**src/rtl/ng_video_timing_recover_if.sv**
```systemverilog
`default_nettype none
// ============================================================================
// Module   : ng_video_timing_recover_if
// Purpose  : Video bus between the Neo-Geo core, the timing recovery block and
//            the HDMI encoder. The master side is the video source/sink, the
//            slave side is the timing recovery block.
// Revision : 1.0 - initial release
// ============================================================================
interface ng_video_timing_recover_if #(
    parameter int HCNT_W = 10,
    parameter int VCNT_W = 9
);
    // Raw video from the core
    logic              ce_pix;
    logic              hsync_in;
    logic              vsync_in;
    logic [7:0]        r_in;
    logic [7:0]        g_in;
    logic [7:0]        b_in;

    // Cleaned-up video towards the encoder
    logic [7:0]        r_out;
    logic [7:0]        g_out;
    logic [7:0]        b_out;
    logic              hs_out;
    logic              vs_out;
    logic              hblank;
    logic              vblank;
    logic              de;
    logic [HCNT_W-1:0] line_len;
    logic [VCNT_W-1:0] frame_lines;
    logic              locked;

    modport master (
        output ce_pix, hsync_in, vsync_in, r_in, g_in, b_in,
        input  r_out, g_out, b_out, hs_out, vs_out, hblank, vblank, de,
        input  line_len, frame_lines, locked
    );

    modport slave (
        input  ce_pix, hsync_in, vsync_in, r_in, g_in, b_in,
        output r_out, g_out, b_out, hs_out, vs_out, hblank, vblank, de,
        output line_len, frame_lines, locked
    );
endinterface
`default_nettype wire

```
**src/rtl/ng_video_timing_recover.sv**
```systemverilog
`default_nettype none
// ============================================================================
// Module   : ng_video_timing_recover
// Purpose  : Recovers pixel-accurate HBLANK/VBLANK/DE from raw syncs by
//            counting pixel enables from each sync leading edge, measures line
//            and frame length, declares lock once both are stable, and blanks
//            RGB outside the active window.
// Revision : 1.0 - initial release
// ============================================================================
module ng_video_timing_recover #(
    parameter int HCNT_W   = 10,
    parameter int VCNT_W   = 9,
    parameter int H_START  = 28,
    parameter int H_ACTIVE = 320,
    parameter int V_START  = 16,
    parameter int V_ACTIVE = 224,
    parameter bit SYNC_POL = 1'b1
) (
    input  wire logic                  clk_sys,
    input  wire logic                  reset,
    ng_video_timing_recover_if.slave   vid
);

    localparam logic [HCNT_W-1:0] c_hcnt_max  = '1;
    localparam logic [VCNT_W-1:0] c_vcnt_max  = '1;
    // Lengths are held one bit wider so that hcnt+1 and the window end can
    // never wrap.
    localparam logic [HCNT_W:0]   c_hlen_min  = (HCNT_W+1)'(256);
    localparam logic [HCNT_W:0]   c_hlen_lim  = (HCNT_W+1)'((2**HCNT_W) - 1);
    localparam logic [VCNT_W:0]   c_vlen_min  = (VCNT_W+1)'(128);
    localparam logic [VCNT_W:0]   c_vlen_lim  = (VCNT_W+1)'((2**VCNT_W) - 1);
    localparam logic [HCNT_W:0]   c_h_start   = (HCNT_W+1)'(H_START);
    localparam logic [HCNT_W:0]   c_h_end     = (HCNT_W+1)'(H_START + H_ACTIVE);
    localparam logic [VCNT_W:0]   c_v_start   = (VCNT_W+1)'(V_START);
    localparam logic [VCNT_W:0]   c_v_end     = (VCNT_W+1)'(V_START + V_ACTIVE);
    localparam logic [1:0]        c_match_full = 2'd2;

    // State registers and their next-state values
    logic              hs_prev_q, vs_prev_q;
    logic [HCNT_W-1:0] hcnt_q, hcnt_d;
    logic [VCNT_W-1:0] vcnt_q, vcnt_d;
    logic [HCNT_W-1:0] line_len_q, line_len_d;
    logic [VCNT_W-1:0] frame_lines_q, frame_lines_d;
    logic [1:0]        hmatch_q, hmatch_d;
    logic [1:0]        vmatch_q, vmatch_d;
    logic              locked_q, locked_d;
    logic              hblank_q, hblank_d;
    logic              vblank_q, vblank_d;
    logic              de_q, de_d;
    logic [7:0]        r_q, r_d, g_q, g_d, b_q, b_d;
    logic              hs_out_q, vs_out_q;

    // Combinational helpers
    logic              w_hs_n, w_vs_n;
    logic              w_hs_rise, w_vs_rise;
    logic [HCNT_W:0]   w_h_new_len;
    logic [VCNT_W:0]   w_v_new_len;
    logic              w_h_in, w_v_in;

    assign w_hs_n      = SYNC_POL ? vid.hsync_in : ~vid.hsync_in;
    assign w_vs_n      = SYNC_POL ? vid.vsync_in : ~vid.vsync_in;
    assign w_hs_rise   = w_hs_n & ~hs_prev_q;
    assign w_vs_rise   = w_vs_n & ~vs_prev_q;
    assign w_h_new_len = {1'b0, hcnt_q} + 1'b1;
    assign w_v_new_len = {1'b0, vcnt_q} + 1'b1;

    // Horizontal counter, line length measurement and line-match tracking
    always_comb begin
        hcnt_d     = hcnt_q;
        line_len_d = line_len_q;
        hmatch_d   = hmatch_q;
        if (w_hs_rise) begin
            line_len_d = w_h_new_len[HCNT_W-1:0];
            hcnt_d     = '0;
            if ((w_h_new_len == {1'b0, line_len_q}) &&
                (w_h_new_len >= c_hlen_min) && (w_h_new_len < c_hlen_lim)) begin
                hmatch_d = (hmatch_q == c_match_full) ? c_match_full : hmatch_q + 2'd1;
            end else begin
                hmatch_d = 2'd0;
            end
        end else if (hcnt_q != c_hcnt_max) begin
            hcnt_d = hcnt_q + 1'b1;
        end
        // A runaway line (no hsync) can never be trusted as locked.
        if (hcnt_d == c_hcnt_max) begin
            hmatch_d = 2'd0;
        end
    end

    // Vertical counter, frame height measurement and frame-match tracking;
    // a vsync edge wins over a simultaneous hsync edge.
    always_comb begin
        vcnt_d        = vcnt_q;
        frame_lines_d = frame_lines_q;
        vmatch_d      = vmatch_q;
        if (w_vs_rise) begin
            frame_lines_d = w_v_new_len[VCNT_W-1:0];
            vcnt_d        = '0;
            if ((w_v_new_len == {1'b0, frame_lines_q}) &&
                (w_v_new_len >= c_vlen_min) && (w_v_new_len < c_vlen_lim)) begin
                vmatch_d = (vmatch_q == c_match_full) ? c_match_full : vmatch_q + 2'd1;
            end else begin
                vmatch_d = 2'd0;
            end
        end else if (w_hs_rise && (vcnt_q != c_vcnt_max)) begin
            vcnt_d = vcnt_q + 1'b1;
        end
        if (vcnt_d == c_vcnt_max) begin
            vmatch_d = 2'd0;
        end
    end

    assign w_h_in = ({1'b0, hcnt_d} >= c_h_start) && ({1'b0, hcnt_d} < c_h_end);
    assign w_v_in = ({1'b0, vcnt_d} >= c_v_start) && ({1'b0, vcnt_d} < c_v_end);

    // Lock, window decode and RGB gating, all aligned to the same pixel edge
    always_comb begin
        locked_d = (hmatch_q == c_match_full) && (vmatch_q == c_match_full);
        hblank_d = ~(locked_d & w_h_in);
        vblank_d = ~(locked_d & w_v_in);
        de_d     = ~hblank_d & ~vblank_d;
        r_d      = de_d ? vid.r_in : 8'h00;
        g_d      = de_d ? vid.g_in : 8'h00;
        b_d      = de_d ? vid.b_in : 8'h00;
    end

    // State update on pixel enables; reset takes effect on any clk_sys edge
    always_ff @(posedge clk_sys) begin
        if (reset) begin
            hs_prev_q     <= 1'b0;
            vs_prev_q     <= 1'b0;
            hcnt_q        <= '0;
            vcnt_q        <= '0;
            line_len_q    <= '0;
            frame_lines_q <= '0;
            hmatch_q      <= 2'd0;
            vmatch_q      <= 2'd0;
            locked_q      <= 1'b0;
            hblank_q      <= 1'b1;
            vblank_q      <= 1'b1;
            de_q          <= 1'b0;
            r_q           <= 8'h00;
            g_q           <= 8'h00;
            b_q           <= 8'h00;
            hs_out_q      <= 1'b0;
            vs_out_q      <= 1'b0;
        end else if (vid.ce_pix) begin
            hs_prev_q     <= w_hs_n;
            vs_prev_q     <= w_vs_n;
            hcnt_q        <= hcnt_d;
            vcnt_q        <= vcnt_d;
            line_len_q    <= line_len_d;
            frame_lines_q <= frame_lines_d;
            hmatch_q      <= hmatch_d;
            vmatch_q      <= vmatch_d;
            locked_q      <= locked_d;
            hblank_q      <= hblank_d;
            vblank_q      <= vblank_d;
            de_q          <= de_d;
            r_q           <= r_d;
            g_q           <= g_d;
            b_q           <= b_d;
            hs_out_q      <= w_hs_n;
            vs_out_q      <= w_vs_n;
        end
    end

    assign vid.r_out       = r_q;
    assign vid.g_out       = g_q;
    assign vid.b_out       = b_q;
    assign vid.hs_out      = hs_out_q;
    assign vid.vs_out      = vs_out_q;
    assign vid.hblank      = hblank_q;
    assign vid.vblank      = vblank_q;
    assign vid.de          = de_q;
    assign vid.line_len    = line_len_q;
    assign vid.frame_lines = frame_lines_q;
    assign vid.locked      = locked_q;

endmodule
`default_nettype wire

```
**src/flat_wrapper.sv**
```systemverilog
// flat-port wrapper written by rule: the top's interface ports become plain ports
module ng_video_timing_recover_flat 
#(
    parameter int HCNT_W   = 10,
    parameter int VCNT_W   = 9,
    parameter int H_START  = 28,
    parameter int H_ACTIVE = 320,
    parameter int V_START  = 16,
    parameter int V_ACTIVE = 224,
    parameter bit SYNC_POL = 1'b1
)
  (clk_sys, reset, vid_ce_pix, vid_hsync_in, vid_vsync_in, vid_r_in, vid_g_in, vid_b_in, vid_r_out, vid_g_out, vid_b_out, vid_hs_out, vid_vs_out, vid_hblank, vid_vblank, vid_de, vid_line_len, vid_frame_lines, vid_locked);
  ng_video_timing_recover_if #(.HCNT_W(HCNT_W), .VCNT_W(VCNT_W)) vid_i ();
  input  wire logic clk_sys;
  input  wire logic reset;
  input wire logic [$bits(vid_i.ce_pix)-1:0] vid_ce_pix;
  input wire logic [$bits(vid_i.hsync_in)-1:0] vid_hsync_in;
  input wire logic [$bits(vid_i.vsync_in)-1:0] vid_vsync_in;
  input wire logic [$bits(vid_i.r_in)-1:0] vid_r_in;
  input wire logic [$bits(vid_i.g_in)-1:0] vid_g_in;
  input wire logic [$bits(vid_i.b_in)-1:0] vid_b_in;
  output wire logic [$bits(vid_i.r_out)-1:0] vid_r_out;
  output wire logic [$bits(vid_i.g_out)-1:0] vid_g_out;
  output wire logic [$bits(vid_i.b_out)-1:0] vid_b_out;
  output wire logic [$bits(vid_i.hs_out)-1:0] vid_hs_out;
  output wire logic [$bits(vid_i.vs_out)-1:0] vid_vs_out;
  output wire logic [$bits(vid_i.hblank)-1:0] vid_hblank;
  output wire logic [$bits(vid_i.vblank)-1:0] vid_vblank;
  output wire logic [$bits(vid_i.de)-1:0] vid_de;
  output wire logic [$bits(vid_i.line_len)-1:0] vid_line_len;
  output wire logic [$bits(vid_i.frame_lines)-1:0] vid_frame_lines;
  output wire logic [$bits(vid_i.locked)-1:0] vid_locked;
  assign vid_i.ce_pix = vid_ce_pix;
  assign vid_i.hsync_in = vid_hsync_in;
  assign vid_i.vsync_in = vid_vsync_in;
  assign vid_i.r_in = vid_r_in;
  assign vid_i.g_in = vid_g_in;
  assign vid_i.b_in = vid_b_in;
  assign vid_r_out = vid_i.r_out;
  assign vid_g_out = vid_i.g_out;
  assign vid_b_out = vid_i.b_out;
  assign vid_hs_out = vid_i.hs_out;
  assign vid_vs_out = vid_i.vs_out;
  assign vid_hblank = vid_i.hblank;
  assign vid_vblank = vid_i.vblank;
  assign vid_de = vid_i.de;
  assign vid_line_len = vid_i.line_len;
  assign vid_frame_lines = vid_i.frame_lines;
  assign vid_locked = vid_i.locked;
  ng_video_timing_recover #(.HCNT_W(HCNT_W), .VCNT_W(VCNT_W), .H_START(H_START), .H_ACTIVE(H_ACTIVE), .V_START(V_START), .V_ACTIVE(V_ACTIVE), .SYNC_POL(SYNC_POL)) u_core (.clk_sys(clk_sys), .reset(reset), .vid(vid_i));
endmodule
```
**config.mk**
```make
export PLATFORM = sky130hd
export DESIGN_NAME = ng_video_timing_recover_flat
export DESIGN_NICKNAME = d
export VERILOG_FILES = /design/src/rtl/ng_video_timing_recover_if.sv /design/src/rtl/ng_video_timing_recover.sv /design/src/flat_wrapper.sv
export SDC_FILE = /design/constraint.sdc
export NUM_CORES = 1
export LEC_CHECK = 0
export ABC_AREA = 0
export CAP_MARGIN = 20
export CORE_MARGIN = 8
export CORE_UTILIZATION = 47
export DETAILED_ROUTE_END_ITERATION = 10
export GPL_ROUTABILITY_DRIVEN = 0
export PLACE_DENSITY_LB_ADDON = 0.25
export RECOVER_POWER = 100
export SLEW_MARGIN = 20
export SYNTH_ARGS = -nofsm -noshare
export SYNTH_HDL_FRONTEND = slang
export SYNTH_SLANG_ARGS = --single-unit
```
**constraint.sdc**
```tcl
create_clock -name clk_sys -period 3 [get_ports clk_sys]
set_input_delay 0.6 -clock clk_sys [delete_from_list [all_inputs] [get_ports clk_sys]]
set_output_delay 0.6 -clock clk_sys [all_outputs]
set_load 0.02 [all_outputs]
```
# Yosys cells after proc, flatten, opt, wreduce, memory -nomap -nowiden
# Cells that the tools add are included.
# Widths: inputs -> output; s select.
dict set report word_totals {
  input_bits 29
  output_inout_bits 49
  regBits 72
  elab_cells 75
}
dict set report classes {
  n_bitwise 9
  add_sub_neg 6
  n_reduce_logical 14
  n_mux 15
  magnitude_cmp 8
  n_eq_ne 8
}
# op count
set ops {}
lappend ops {{$mux 8} 3}
lappend ops {{$lt 10x9->1 const B} 2}
lappend ops {{$mux 10} 2}
lappend ops {{$mux 9} 2}
lappend ops {{$mux 2} 8}
lappend ops {{$add 10x1->11 const B} 1}
lappend ops {{$eq 11x10->1} 1}
lappend ops {{$ge 11x9->1 const B} 1}
lappend ops {{$lt 11x10->1 const B} 1}
lappend ops {{$add 10x1->10 const B} 1}
lappend ops {{$add 9x1->10 const B} 1}
lappend ops {{$eq 10x10->1 const B} 1}
lappend ops {{$eq 10x9->1} 1}
lappend ops {{$ge 10x5->1 const B} 1}
lappend ops {{$ge 10x8->1 const B} 1}
lappend ops {{$ne 10x10->1 const B} 1}
lappend ops {{$add 9x1->9 const B} 1}
lappend ops {{$eq 9x9->1 const B} 1}
lappend ops {{$ge 9x5->1 const B} 1}
lappend ops {{$lt 9x8->1 const B} 1}
lappend ops {{$ne 9x9->1 const B} 1}
lappend ops {{$logic_and 1x1->1} 8}
lappend ops {{$reduce_and 2->1} 4}
lappend ops {{$and 1x1->1} 5}
lappend ops {{other kinds (4)} 10}

# Longest topological paths before layout
# Gate-level depths: netlist (run 1).
dict set report logic_depth {
  depth_word 10
  mapped_depth 14
  depth_no_buf 10
}

# Least setup slack after synthesis (run 1)
# No wires, ideal clock.
dict set report synth_path {
  path_kind {reg2reg}
  startpoint {register u_core.vcnt_q[1]}
  endpoint {register u_core.b_q[2], in the netlist u_core.vid.b_out[2]}
  path_slack_ns -0.018
  arrival_time_ns 2.901
  synth_period_minus_slack_ns 3.018
  stages_incl_launch_ff 15
  n_path_buf 4
  required_ns 2.883
  setup_ns 0.117
  cell_sequence {dfxtp_1 > ha_1 > clkbuf_1 > nand2_1 > nor2_1 > ha_1 > or3b_1 > buf_2 > or4_1 > a21oi_1 > nand4_1 > and4_4 > buf_6 > buf_6 > a32o_1}
}
dict set report synth_between {
  elab_chain_len 9
  word_cells_on_any_way 11
  classes_between {1 x add/sub; 2 x order compare; 1 x eq/ne; 3 x mux; 2 x bitwise; 2 x reduce/logical}
}
# item line_no
set synth_rtl {}
lappend synth_rtl {{start, declared} ng_video_timing_recover.sv:41} ;# logic [VCNT_W-1:0] vcnt_q, vcnt_d;
lappend synth_rtl {{start signal, assigned} ng_video_timing_recover.sv:151} ;# vcnt_q <= vcnt_d;
lappend synth_rtl {{branches (longest 2 deep; another with $add 9x1->9)} --}
lappend synth_rtl {{$mux 9 *} ng_video_timing_recover.sv:105} ;# end else if (w_hs_rise && (vcnt_q != c_vcnt_max)) begin
lappend synth_rtl {{$mux 9 *} ng_video_timing_recover.sv:96} ;# if (w_vs_rise) begin
lappend synth_rtl {{$ge 9x5->1 / $lt 9x8->1 (equally long branches)} ng_video_timing_recover.sv:114} ;# assign w_v_in = ({1'b0, vcnt_d} >= c_v_start) && ({1'b0, vcnt_d} < c_v_end);
lappend synth_rtl {{$logic_and 1x1->1 *} ng_video_timing_recover.sv:114}
lappend synth_rtl {{$and 1x1->1 *} ng_video_timing_recover.sv:120} ;# vblank_d = ~(locked_d & w_v_in);
lappend synth_rtl {{$and 1x1->1 *} ng_video_timing_recover.sv:121} ;# de_d = ~hblank_d & ~vblank_d;
lappend synth_rtl {{$mux 8 *} ng_video_timing_recover.sv:124} ;# b_d = de_d ? vid.b_in : 8'h00;
lappend synth_rtl {{end signal, assigned} ng_video_timing_recover.sv:144} ;# b_q <= 8'h00;
lappend synth_rtl {{end signal, assigned} ng_video_timing_recover.sv:162} ;# b_q <= b_d;
lappend synth_rtl {{end, declared} ng_video_timing_recover.sv:50} ;# logic [7:0] r_q, r_d, g_q, g_d, b_q, b_d;
# Every way passes the cells marked *.
# A chain may end at the register's enable or synchronous reset.

# Final worst setup path (run 1)
dict set report layout_path {
  startpoint {register u_core.hcnt_q[1]}
  endpoint {register u_core.g_q[1], in the netlist u_core.vid.g_out[1]}
}
dict set report layout_between {
  elab_chain_len 8
  word_cells_on_any_way 10
  classes_between {1 x add/sub; 2 x order compare; 1 x eq/ne; 3 x mux; 2 x bitwise; 1 x reduce/logical}
}
# item line_no
set layout_rtl {}
lappend layout_rtl {{start, declared} ng_video_timing_recover.sv:40} ;# logic [HCNT_W-1:0] hcnt_q, hcnt_d;
lappend layout_rtl {{start signal, assigned} ng_video_timing_recover.sv:150} ;# hcnt_q <= hcnt_d;
lappend layout_rtl {{$add 10x1->10 / $ne 10x10->1 (equally long branches)} {ng_video_timing_recover.sv:82, ng_video_timing_recover.sv:81}}
lappend layout_rtl {{$mux 10 *} ng_video_timing_recover.sv:81} ;# end else if (hcnt_q != c_hcnt_max) begin
lappend layout_rtl {{$mux 10 *} ng_video_timing_recover.sv:72} ;# if (w_hs_rise) begin
lappend layout_rtl {{$ge 10x5->1 / $lt 10x9->1 (equally long branches)} ng_video_timing_recover.sv:113} ;# assign w_h_in = ({1'b0, hcnt_d} >= c_h_start) && ({1'b0, hcnt_d} < c_h_end);
lappend layout_rtl {{$logic_and 1x1->1 *} ng_video_timing_recover.sv:113}
lappend layout_rtl {{$and 1x1->1 *} ng_video_timing_recover.sv:119} ;# hblank_d = ~(locked_d & w_h_in);
lappend layout_rtl {{$and 1x1->1 *} ng_video_timing_recover.sv:121}
lappend layout_rtl {{$mux 8 *} ng_video_timing_recover.sv:123} ;# g_d = de_d ? vid.g_in : 8'h00;
lappend layout_rtl {{end signal, assigned} ng_video_timing_recover.sv:161} ;# g_q <= g_d;
lappend layout_rtl {{end, declared} ng_video_timing_recover.sv:50}
# Mark *: on every way between the ends. The rest lies on a longest branch, timed or not.

==> key figures, run 1 <==
Synthesis
  • Count of cell types in the netlist: 67
  • Async set-reset flop share out of synthesis: 0%
  • Leading post-synthesis cells by cell area: dfxtp_1 (36%), a32o_1 (6.0%), nor2_1 (5.1%)
  • Register area share after synthesis: between 30% and 40%
  • Synth warn: 0
  • Top cell type by total area after synthesis: dfxtp_1
  • Top_reg_cell synth: dfxtp_1
  • Mean Syn Cell Area: roughly 8.4 um^2
  • Synth top area share: 36.16%
  • Synth top cells by count: dfxtp_1 (72), nor2_1 (54), nand2_1 (30)
  • Yosys reg bits: 72
  • Mapped Cells: 472
  • EDFF count, synth: 0
  • Syn Std Cell Area: ~4000 um^2
  • Syn nets: 510
  • Most frequent cell after synthesis: dfxtp_1

Clocking
  • Setup bufs post-CTS: 0
  • Root buf cell: clkbuf_8
  • Clk sink count: 72
  • Clk slew on worst S/H paths: 0.07 ns
  • TritonCTS clock tree: built
  • H-tree depth: 3
  • Clock Latency Late Sink: 0.35 ns
  • Post-cts hold buffer count: 0
  • Maximum clock path buffer count: 2
  • CTS buffer count: 9
  • Post_cts resized: 0

Drt
  • Pre-antenna DRT Iters: 5
  • Vias per inst: ~6
  • Drt drc: 0
  • Number of antenna-violating nets in the routed design: 0
  • DR iter-0 viols: 322
  • Routed len/inst: 16.86 um
  • Total Wirelength: ~11000 um
  • DR vias: 3962

Power
  • Sw Pwr: 0.5018 mW
  • Switching share of power: 25.24%
  • Clock power frac: 38.1%
  • Pint: between 1 and 1.5 mW
  • PD cells: around 400 nW/um^2
  • Total design power: slightly below 2 mW
  • Comb power frac: about an eighth
  • Pleak: 1.893 nW
  • Maximum VDD drop: 0.0002187 V
  • Flop pwr share: 50.1%

Critical path
  • CP cell instances: ha_2, nand4_1, o41ai_1, nor2_1, nand4bb_1, and2_0, buf_12, a32o_1
  • Worst-path maximum fanout: 25
  • WP data arrival: 2.94 ns
  • Worst Setup End Kind: flip-flop
  • Startpoint type of the worst setup path: flip-flop
  • Crit Path Category: flip-flop to flip-flop
  • Worst path required time: between 3 and 4 ns
  • Crit-path slowest cell: o41ai_1
  • Critical path's largest stage delay: 0.54 ns

Floorplanning
  • Die span in x: 108.1 um
  • I/O Pins: a little under 80
  • # rows: 33
  • Die Area: 11680 um^2
  • Starting density of the core: around 49%
  • Core Region: 8217 um^2
  • Chip Height: ~110 um

Outcome
  • Status: finished clean

Placement
  • Post-DP HPWL: 8293 um
  • Placement-stage cell area: between 4000 and 5000 um^2
  • Port Buffers: 77
  • Place WS: 0.09893 ns

STA
  • Worst Setup Slack, final: roughly 0.30 ns
  • Worst slew pin tran: 0.8257 ns
  • Final Critical Period: 2.698 ns
  • Worst slew margin: 44.95%
  • Setup TNS: 0 ns
  • Final-report hold violation count: 0
  • Clock Skew: 0.01164 ns
  • Part of the cycle the worst path needs: 89.93%
  • Max-slew violation count: 0
  • Final setup violation count: 0
  • RSZ-0062 raised after global routing: no
  • Peak Freq: 0.3706 GHz

Global route
  • Pin count of the biggest net entering global routing: 33
  • Initial antenna violation count: 0
  • Vias in the first global route: approximately 3600
  • Global-route wire length before repair: between 15000 and 20000 um
  • GRT overflow: 0
  • GRT Util Overall: 18.77%

Min path
  • Hold crit path type: flip-flop to flip-flop

Cells and area
  • Antenna Cells: 0
  • Share of cells above drive strength 1: around 7.6%
  • Area grow syn2layout: 27.50%
  • Post-layout util: just over 60%
  • Finished Cell Area: ~5100 um^2
  • Final net count: 587

Job
  • Max cap viols: 0
[worst paths after layout]
kind | start | to | slack (ns) | cells after the start
min reg2reg | u_core.vid.b_out[3] | u_core.vid.b_out[3] | 0.46 | 1
max | u_core.hcnt_q[1] | u_core.vid.g_out[1] | 0.30 | 8
max reg2reg | u_core.hcnt_q[1] | u_core.vid.g_out[1] | 0.30 | 8
min | u_core.vid.b_out[3] | u_core.vid.b_out[3] | 0.46 | 1
[power by group through the flow]
stage / Combinational, mW / Sequential [mW] / Clock [mW]
after global placement: 0.242 / 1.02 / 0
after detailed placement: 0.245 / 1.02 / 0
after floorplan: 0.112 / 1.03 / 0
after global routing: 0.258 / 0.998 / 0.813
final: 0.236 / 0.995 / 0.757
after CTS: 0.246 / 0.995 / 0.778
[per-layer routing]
metal  global-route usage [%]  wire, um  up-vias
met2                    28.55      4809      182
met1                    25.28      5169     1864
met5                        0         0        -
met3                    4.640       978       12
met4                    6.343       136        0
li1                         -         -     1904
[worst max-delay path: cells and delay by family, from the launching register on]
kind / cells / cell delay, ns
fa+ha+maj: 1 / 0.38
buf+inv: 1 / 0.17
compound gates: 2 / 0.79
flops: 1 / 0.46
simple gates: 4 / 0.78
[cell type report]
type	count	area, um^2
Tap cell	105	131.4
Clock inverter	3	42.54
Sequential cell	72	1441
Multi-Input combinational cell	347	2296
Clock buffer	12	145.1
Fill cell	759	3134
Inverter	12	45.04
Timing Repair Buffer	107	980.9
[flip-flops by register name (all words and copies together), names as in the netlist, 8 cells and up]
| signal | cells |
|---|---|
| u_core.hcnt_q | 10 |
| u_core.vcnt_q | 9 |
| u_core.vid.b_out | 8 |
| u_core.vid.frame_lines | 9 |
| u_core.vid.g_out | 8 |
| u_core.vid.line_len | 10 |
| u_core.vid.r_out | 8 |
[layout by cell type, fill, tap and decap left out, drive strengths merged, types with 3 or more instances in the layout]
cell           synthesis  final
a311oi                 3      3
buf                   15     25
nand2                 30     30
o21bai                 3      3
a31oi                  3      3
nand4                  7      7
nand2b                 3      3
nor3                  16     16
and4                   4      4
a21oi                 27     27
a211oi                19     19
a22o                   3      3
or4                    3      3
dfxtp                 72     72
dlygate4sd3            0     51
nor2b                  7      7
clkbuf                26     18
and2                   4      4
o31ai                  4      4
nand3                 15     15
inv                   12     12
nor3b                  4      4
clkdlybuf4s50          0     25
xnor2                 14     14
xor2                  10     10
a32o                  24     24
mux2i                  6      6
o2111ai                3      3
and3                   6      6
o21ai                 22     22
ha                     9      9
nor2                  54     54
nor4                   6      6
[stage by stage]
stage          hold slack, ns  cells
6_report               0.4621    658
5_1_grt                0.4759    658
4_1_cts                0.4710    658
3_5_place_dp           0.4541    643
3_3_place_gp           0.4491    643
2_1_floorplan          0.4323    472
[cell families after synthesis]
family                     share of synthesized area (%)
AOI/OAI and AO/OA                                  24.99
xor gates and xnor gates                           6.403
adders and majority gates                          2.825
buffers and inverters                              6.309
DFF                                                36.16
muxes                                              1.507
and+or+nand+nor                                    21.81
Power figures use the tool's default switching activity.
==> run 2: changes to the inputs <==
Settings changed: RECOVER_POWER 100 to 50.
==> run 2 against run 1 <==
  * Final area increased by 0.12%
  * Global-route usage unchanged
  * Sequential share of layout area hardly changed
  * Cell count unchanged
  * Combinational power grew 2%
  * Worst setup slack better by 0.022 ns
  * Critical endpoint unchanged
  * Largest cell class unchanged
  * Largest power group unchanged
==> key figures, run 2 (same netlist as run 1, synthesis figures left out) <==
Outcome
  • Status: finished clean

Global route
  • Vias in the first global route: 3621
  • GRT overflow: 0
  • Pin count of the biggest net entering global routing: 33
  • Initial antenna violation count: 0
  • GRT Util Overall: 18.77%
  • Global-route wire length before repair: around 18000 um

Cells and area
  • Finished Cell Area: 5089 um^2
  • Share of cells above drive strength 1: around 8.0%
  • Area grow syn2layout: 27.65%
  • Most frequent cells in the layout: dfxtp_1 (72), nor2_1 (54), clkdlybuf4s50_1 (39), dlygate4sd3_1 (37), nand2_1 (29)
  • Antenna Cells: 0
  • Post-Layout Cell Count: approximately 660
  • Final net count: 587
  • FILL cells: 756
  • Most common cell after layout, fill and taps aside: dfxtp_1

Critical path
  • CP cell instances: ha_2, nand4_1, o41ai_1, nor2_1, nand4bb_1, and2_1, buf_12, a32o_1
  • Crit Path Category: flip-flop to flip-flop
  • Family with the most delay on the worst path: compound AO/OA/AOI/OAI gates
  • CP bufs+invs: 1
  • Worst-path maximum fanout: 25
  • Worst reg2reg setup slack: 0.32 ns
  • Reg2reg start: u_core.hcnt_q[1]
  • WP data arrival: about 2.9 ns
  • Crit-path slowest cell: o41ai_1
  • Worst path required time: 3.24 ns
  • Reg2reg path depth: 8
  • R2R Path End: u_core.vid.g_out[1]
  • Worst Setup End Kind: flip-flop
  • Critical path's largest stage delay: 0.54 ns
  • Startpoint type of the worst setup path: flip-flop

Power
  • Switching share of power: 25.22%
  • Comb power frac: a little under an eighth
  • Pleak: 1.865 nW
  • PD cells: 391.4 nW/um^2
  • Pint: 1.489 mW
  • Sw Pwr: ~0.5 mW
  • Clock power frac: 38.0%
  • Maximum VDD drop: about 0.00022 V
  • Flop pwr share: 50.0%

STA
  • Final setup violation count: 0
  • Final hold slack: 0.4621 ns
  • Final-report hold violation count: 0
  • Part of the cycle the worst path needs: between 80 and 90%
  • Peak Freq: 0.3737 GHz
  • Clock Skew: about 0.012 ns
  • Worst slew margin: between 40% and 50%
  • Worst Setup Slack, final: approximately 0.32 ns
  • Final Critical Period: 2.676 ns
  • Setup TNS: 0 ns
  • RSZ-0062 raised after global routing: no
  • Worst slew pin tran: between 0.8 and 0.9 ns
  • Max-slew violation count: 0

Min path
  • Hold-critical path depth: 1
  • Hold path start: u_core.vid.b_out[3]
  • Worst Hold Endpoint: u_core.vid.b_out[3]
  • Hold crit path type: flip-flop to flip-flop

Drt
  • Met3 wire len: 960 um
  • Vias per inst: around 6
  • Pre-antenna DRT Iters: 5
  • Met1 wire length: approximately 5300 um
  • Routed wl met2: 4808 um
  • Top layer in use: met4
  • Total Wirelength: 11150 um
  • DR iter-0 viols: 351
  • DR vias: ~4000
  • Routed len/inst: between 15 and 20 um
  • Drt drc: 0
  • Number of antenna-violating nets in the routed design: 0

Floorplanning
  • Starting density of the core: 48.52%
  • Core Region: between 8000 and 9000 um^2
  • Die Area: 11680 um^2
  • # rows: 33
  • Die span in x: 108.1 um
  • Chip Height: 108.1 um
  • I/O Pins: 78

Clocking
  • Maximum clock path buffer count: 2
  • Root buf cell: clkbuf_8
  • TritonCTS clock tree: built
  • H-tree depth: 3
  • Clk slew on worst S/H paths: about 0.070 ns
  • Post-cts hold buffer count: 0
  • CTS buffer count: 9
  • Clk sink count: 72
  • Clock Latency Late Sink: ~0.36 ns

Placement
  • Dpl cells: about 640
  • Placement-stage cell area: between 4000 and 5000 um^2
  • Port Buffers: 77
  • Place WS: around 0.1 ns
  • Post-DP HPWL: 8293 um

Job
  • Max cap viols: 0
-- run 2: how the worst max path moves through the flow --
stage	startpoint	to	slack, ns	cells past startpoint
floorplan	u_core.vcnt_q[1]	u_core.vid.b_out[2]	0.02	14
global placement	vid_hsync_in	u_core.vid.r_out[6]	0.12	7
detailed placement	vid_hsync_in	u_core.vid.b_out[1]	0.1	7
CTS	u_core.hcnt_q[1]	u_core.vid.g_out[5]	0.23	8
global route	u_core.hcnt_q[1]	u_core.vid.g_out[1]	0.14	8
finish	u_core.hcnt_q[1]	u_core.vid.g_out[1]	0.32	8
-- run 2: per-stage QoR --
| stage | total power [mW] | util, % |
|---|---|---|
| global placement | 1.259 | 59.84 |
| finish | 1.992 | 61.93 |
| floorplan | 1.145 | - |
| CTS | 2.020 | 62.13 |
| detailed placement | 1.262 | 59.84 |
| global route | 2.072 | 61.93 |
-- run 2: what timing repair did --
item | CTS | global route
endpoints found under the setup margin | 0 | 3
setup buffers | 0 | 0
gates resized for setup | 0 | 1
-- run 2: metal layers --
layer  global-route usage [%]  vias up
met5                        0        -
met4                    6.343        0
met3                    4.640       10
met2                    28.55      170
met1                    25.28     1883
li1                         -     1901
-- run 2: final cells by class --
| class | instances | area [um^2] | area share (%) |
|---|---|---|---|
| Inverter | 12 | 45.04 | 0.8852 |
| Clock inverter | 3 | 42.54 | 0.8360 |
| Clock buffer | 12 | 145.1 | 2.852 |
| Tap cell | 105 | 131.4 | 2.582 |
| Timing Repair Buffer | 107 | 984.7 | 19.35 |
| Sequential cell | 72 | 1441 | 28.33 |
| Multi-Input combinational cell | 347 | 2298 | 45.17 |
-- run 2: power by group through the flow --
stage / clock network [mW] / logic [mW] / registers [mW]
after floorplan: 0 / 0.112 / 1.03
after global placement: 0 / 0.242 / 1.02
after detailed placement: 0 / 0.245 / 1.02
after CTS: 0.778 / 0.246 / 0.995
after global routing: 0.813 / 0.261 / 0.998
final: 0.756 / 0.240 / 0.995
-- run 2: worst reg2reg max path: stages, from the launching register on --
cell and delay (ns):
dfxtp_1 0.46, ha_2 0.39, nand4_1 0.22, o41ai_1 0.54
nor2_1 0.13, nand4bb_1 0.23, and2_1 0.19, buf_12 0.16
a32o_1 0.26
==> run 3: changes to the inputs <==
Settings changed: SETUP_SLACK_MARGIN from default to 0.4.
==> run 3 against run 2 <==
  * Cell count increased by 0.46%
  * Worst setup slack got worse by 0.019 ns
  * Clock skew decreased by 0.0013 ns
  * Global-route usage increased by 1.2 points
  * Non-clock buffer count decreased by 1
  * Die area unchanged
  * Critical path depth unchanged
  * Combinational power about the same
  * Via count increased by 3.9%
  * Sequential cell count unchanged
  * Hold slack improved by 0.0043 ns
==> key figures, run 3 (same netlist as run 1, synthesis figures left out) <==
Outcome
  • Status: finished clean

Placement
  • Dpl cells: 637
  • Placement-stage cell area: 4887 um^2
  • Port Buffers: 77
  • Place WS: 0.09115 ns
  • Post-DP HPWL: 8088 um

Cells and area
  • FILL cells: 708
  • Most frequent cells in the layout: dfxtp_1 (68), nor2_1 (52), dlygate4sd3_1 (42), clkdlybuf4s50_1 (34), nand2_1 (29)
  • Post-Layout Cell Count: 661
  • Final net count: between 500 and 600
  • Antenna Cells: 0
  • Post-layout util: 63.33%
  • Area grow syn2layout: 30.54%
  • Most common cell after layout, fill and taps aside: dfxtp_1
  • Share of cells above drive strength 1: 11.51%
  • Finished Cell Area: 5204 um^2

Critical path
  • Startpoint type of the worst setup path: flip-flop
  • Worst-path maximum fanout: 25
  • Critical path's largest stage delay: around 0.59 ns
  • WP data arrival: 2.98 ns
  • Crit Path Category: flip-flop to flip-flop
  • Worst Setup End Kind: flip-flop
  • Crit-path slowest cell: o41ai_1
  • Worst path required time: approximately 3.3 ns
  • CP cell instances: ha_4, nand4_1, o41ai_1, nor4b_1, a311oi_1, and2_1, buf_12, a32o_1

Clocking
  • Clk sink count: 72
  • CTS buffer count: 9
  • Root buf cell: clkbuf_8
  • Clock Latency Late Sink: around 0.35 ns
  • TritonCTS clock tree: built
  • Post-cts hold buffer count: 0
  • Clk slew on worst S/H paths: around 0.080 ns
  • H-tree depth: 3
  • Maximum clock path buffer count: 2

STA
  • Final hold slack: 0.4665 ns
  • RSZ-0062 raised after global routing: yes
  • Part of the cycle the worst path needs: 89.83%
  • Final setup violation count: 0
  • Worst slew pin tran: approximately 0.85 ns
  • Final-report hold violation count: 0
  • Final Critical Period: 2.695 ns
  • Clock Skew: between 0.01 and 0.015 ns
  • Worst Setup Slack, final: 0.3050 ns
  • Peak Freq: 0.3711 GHz
  • Max-slew violation count: 0
  • Setup TNS: 0 ns
  • Worst slew margin: 43.36%

Floorplanning
  • Die Area: between 10000 and 15000 um^2
  • I/O Pins: 78
  • Starting density of the core: 48.52%
  • # rows: 33
  • Die span in x: 108.1 um
  • Core Region: 8217 um^2
  • Chip Height: 108.1 um

Drt
  • Routed len/inst: 18.21 um
  • DR vias: approximately 4100
  • Vias per inst: 6.233
  • Drt drc: 0
  • Total Wirelength: about 12000 um
  • Pre-antenna DRT Iters: 5
  • DR iter-0 viols: 442
  • Number of antenna-violating nets in the routed design: 0

Power
  • PD cells: 387.3 nW/um^2
  • Pleak: 1.906 nW
  • Comb power frac: a little under an eighth
  • Sw Pwr: 0.5244 mW
  • Clock power frac: 38.7%
  • Switching share of power: 26.02%
  • Maximum VDD drop: roughly 0.00025 V
  • Pint: 1.491 mW
  • Flop pwr share: about half
  • Total design power: 2.015 mW

Global route
  • Initial antenna violation count: 0
  • GRT overflow: 0
  • GRT Util Overall: between 15 and 20%
  • Pin count of the biggest net entering global routing: 30
  • Vias in the first global route: 3681
  • Global-route wire length before repair: 19030 um

Job
  • Max cap viols: 0

Min path
  • Hold crit path type: flip-flop to flip-flop
-- run 3: cell count changes in the layout (fill, tap and decap cells not counted), moves of 2 or more --
| cell | delta |
|---|---|
| and4_4 | +4 |
| buf_4 | -2 |
| clkdlybuf4s50_1 | -5 |
| dfxtp_1 | -4 |
| dfxtp_2 | +4 |
| dlygate4sd3_1 | +5 |
| ha_1 | -2 |
| ha_4 | +2 |
| nor2_1 | -2 |
| nor2_2 | +2 |
-- run 3: critical path: cells and delay by family, from the launching register on --
family / cells / cell delay, ns
compound gates: 3 / 1.12
fa+ha+maj: 1 / 0.28
flops: 1 / 0.50
simple gates: 3 / 0.57
buf+inv: 1 / 0.17
-- run 3: worst paths after layout --
kind | start | to | slack [ns] | cells past startpoint
max | u_core.hcnt_q[1] | u_core.vid.r_out[2] | 0.30 | 8
min | u_core.vid.r_out[1] | u_core.vid.r_out[1] | 0.47 | 1
max reg2reg | u_core.hcnt_q[1] | u_core.vid.r_out[2] | 0.30 | 8
min reg2reg | u_core.vid.r_out[1] | u_core.vid.r_out[1] | 0.47 | 1
-- run 3: per-layer routing --
| metal | track usage, % | wire (um) | part of all wire, % |
|---|---|---|---|
| met5 | 0 | 0 | 0 |
| met4 | 5.748 | 220 | 1.8 |
| met3 | 5.949 | 1417 | 12 |
| met2 | 30.51 | 5380 | 45 |
| met1 | 26.59 | 5019 | 42 |
-- run 3: power groups by stage --
| stage | clock [mW] | combinational [mW] | sequential (mW) |
|---|---|---|---|
| 6_report | 0.780 | 0.239 | 0.997 |
| 5_1_grt | 0.842 | 0.258 | 0.999 |
| 4_1_cts | 0.793 | 0.243 | 0.996 |
| 3_5_place_dp | 0 | 0.240 | 1.02 |
| 3_3_place_gp | 0 | 0.237 | 1.02 |
| 2_1_floorplan | 0 | 0.112 | 1.03 |
-- run 3: final cells by class --
cell class	instances	area (um^2)	area share, %
clock inverter	5	56.30	1.082
multi-input combinational	350	2402	46.16
sequential	72	1446	27.80
tap	105	131.4	2.525
clock buffer	11	141.4	2.717
timing repair buffer	106	980.9	18.85
inverter	12	45.04	0.8656
-- run 3: repair_timing --
action	CTS	global route
setup endpoints to repair	29	31
gates cloned	3	0
buffers inserted	4	1
pin swaps	5	17
gates resized for setup	9	13
endpoints found under the hold margin	0	0
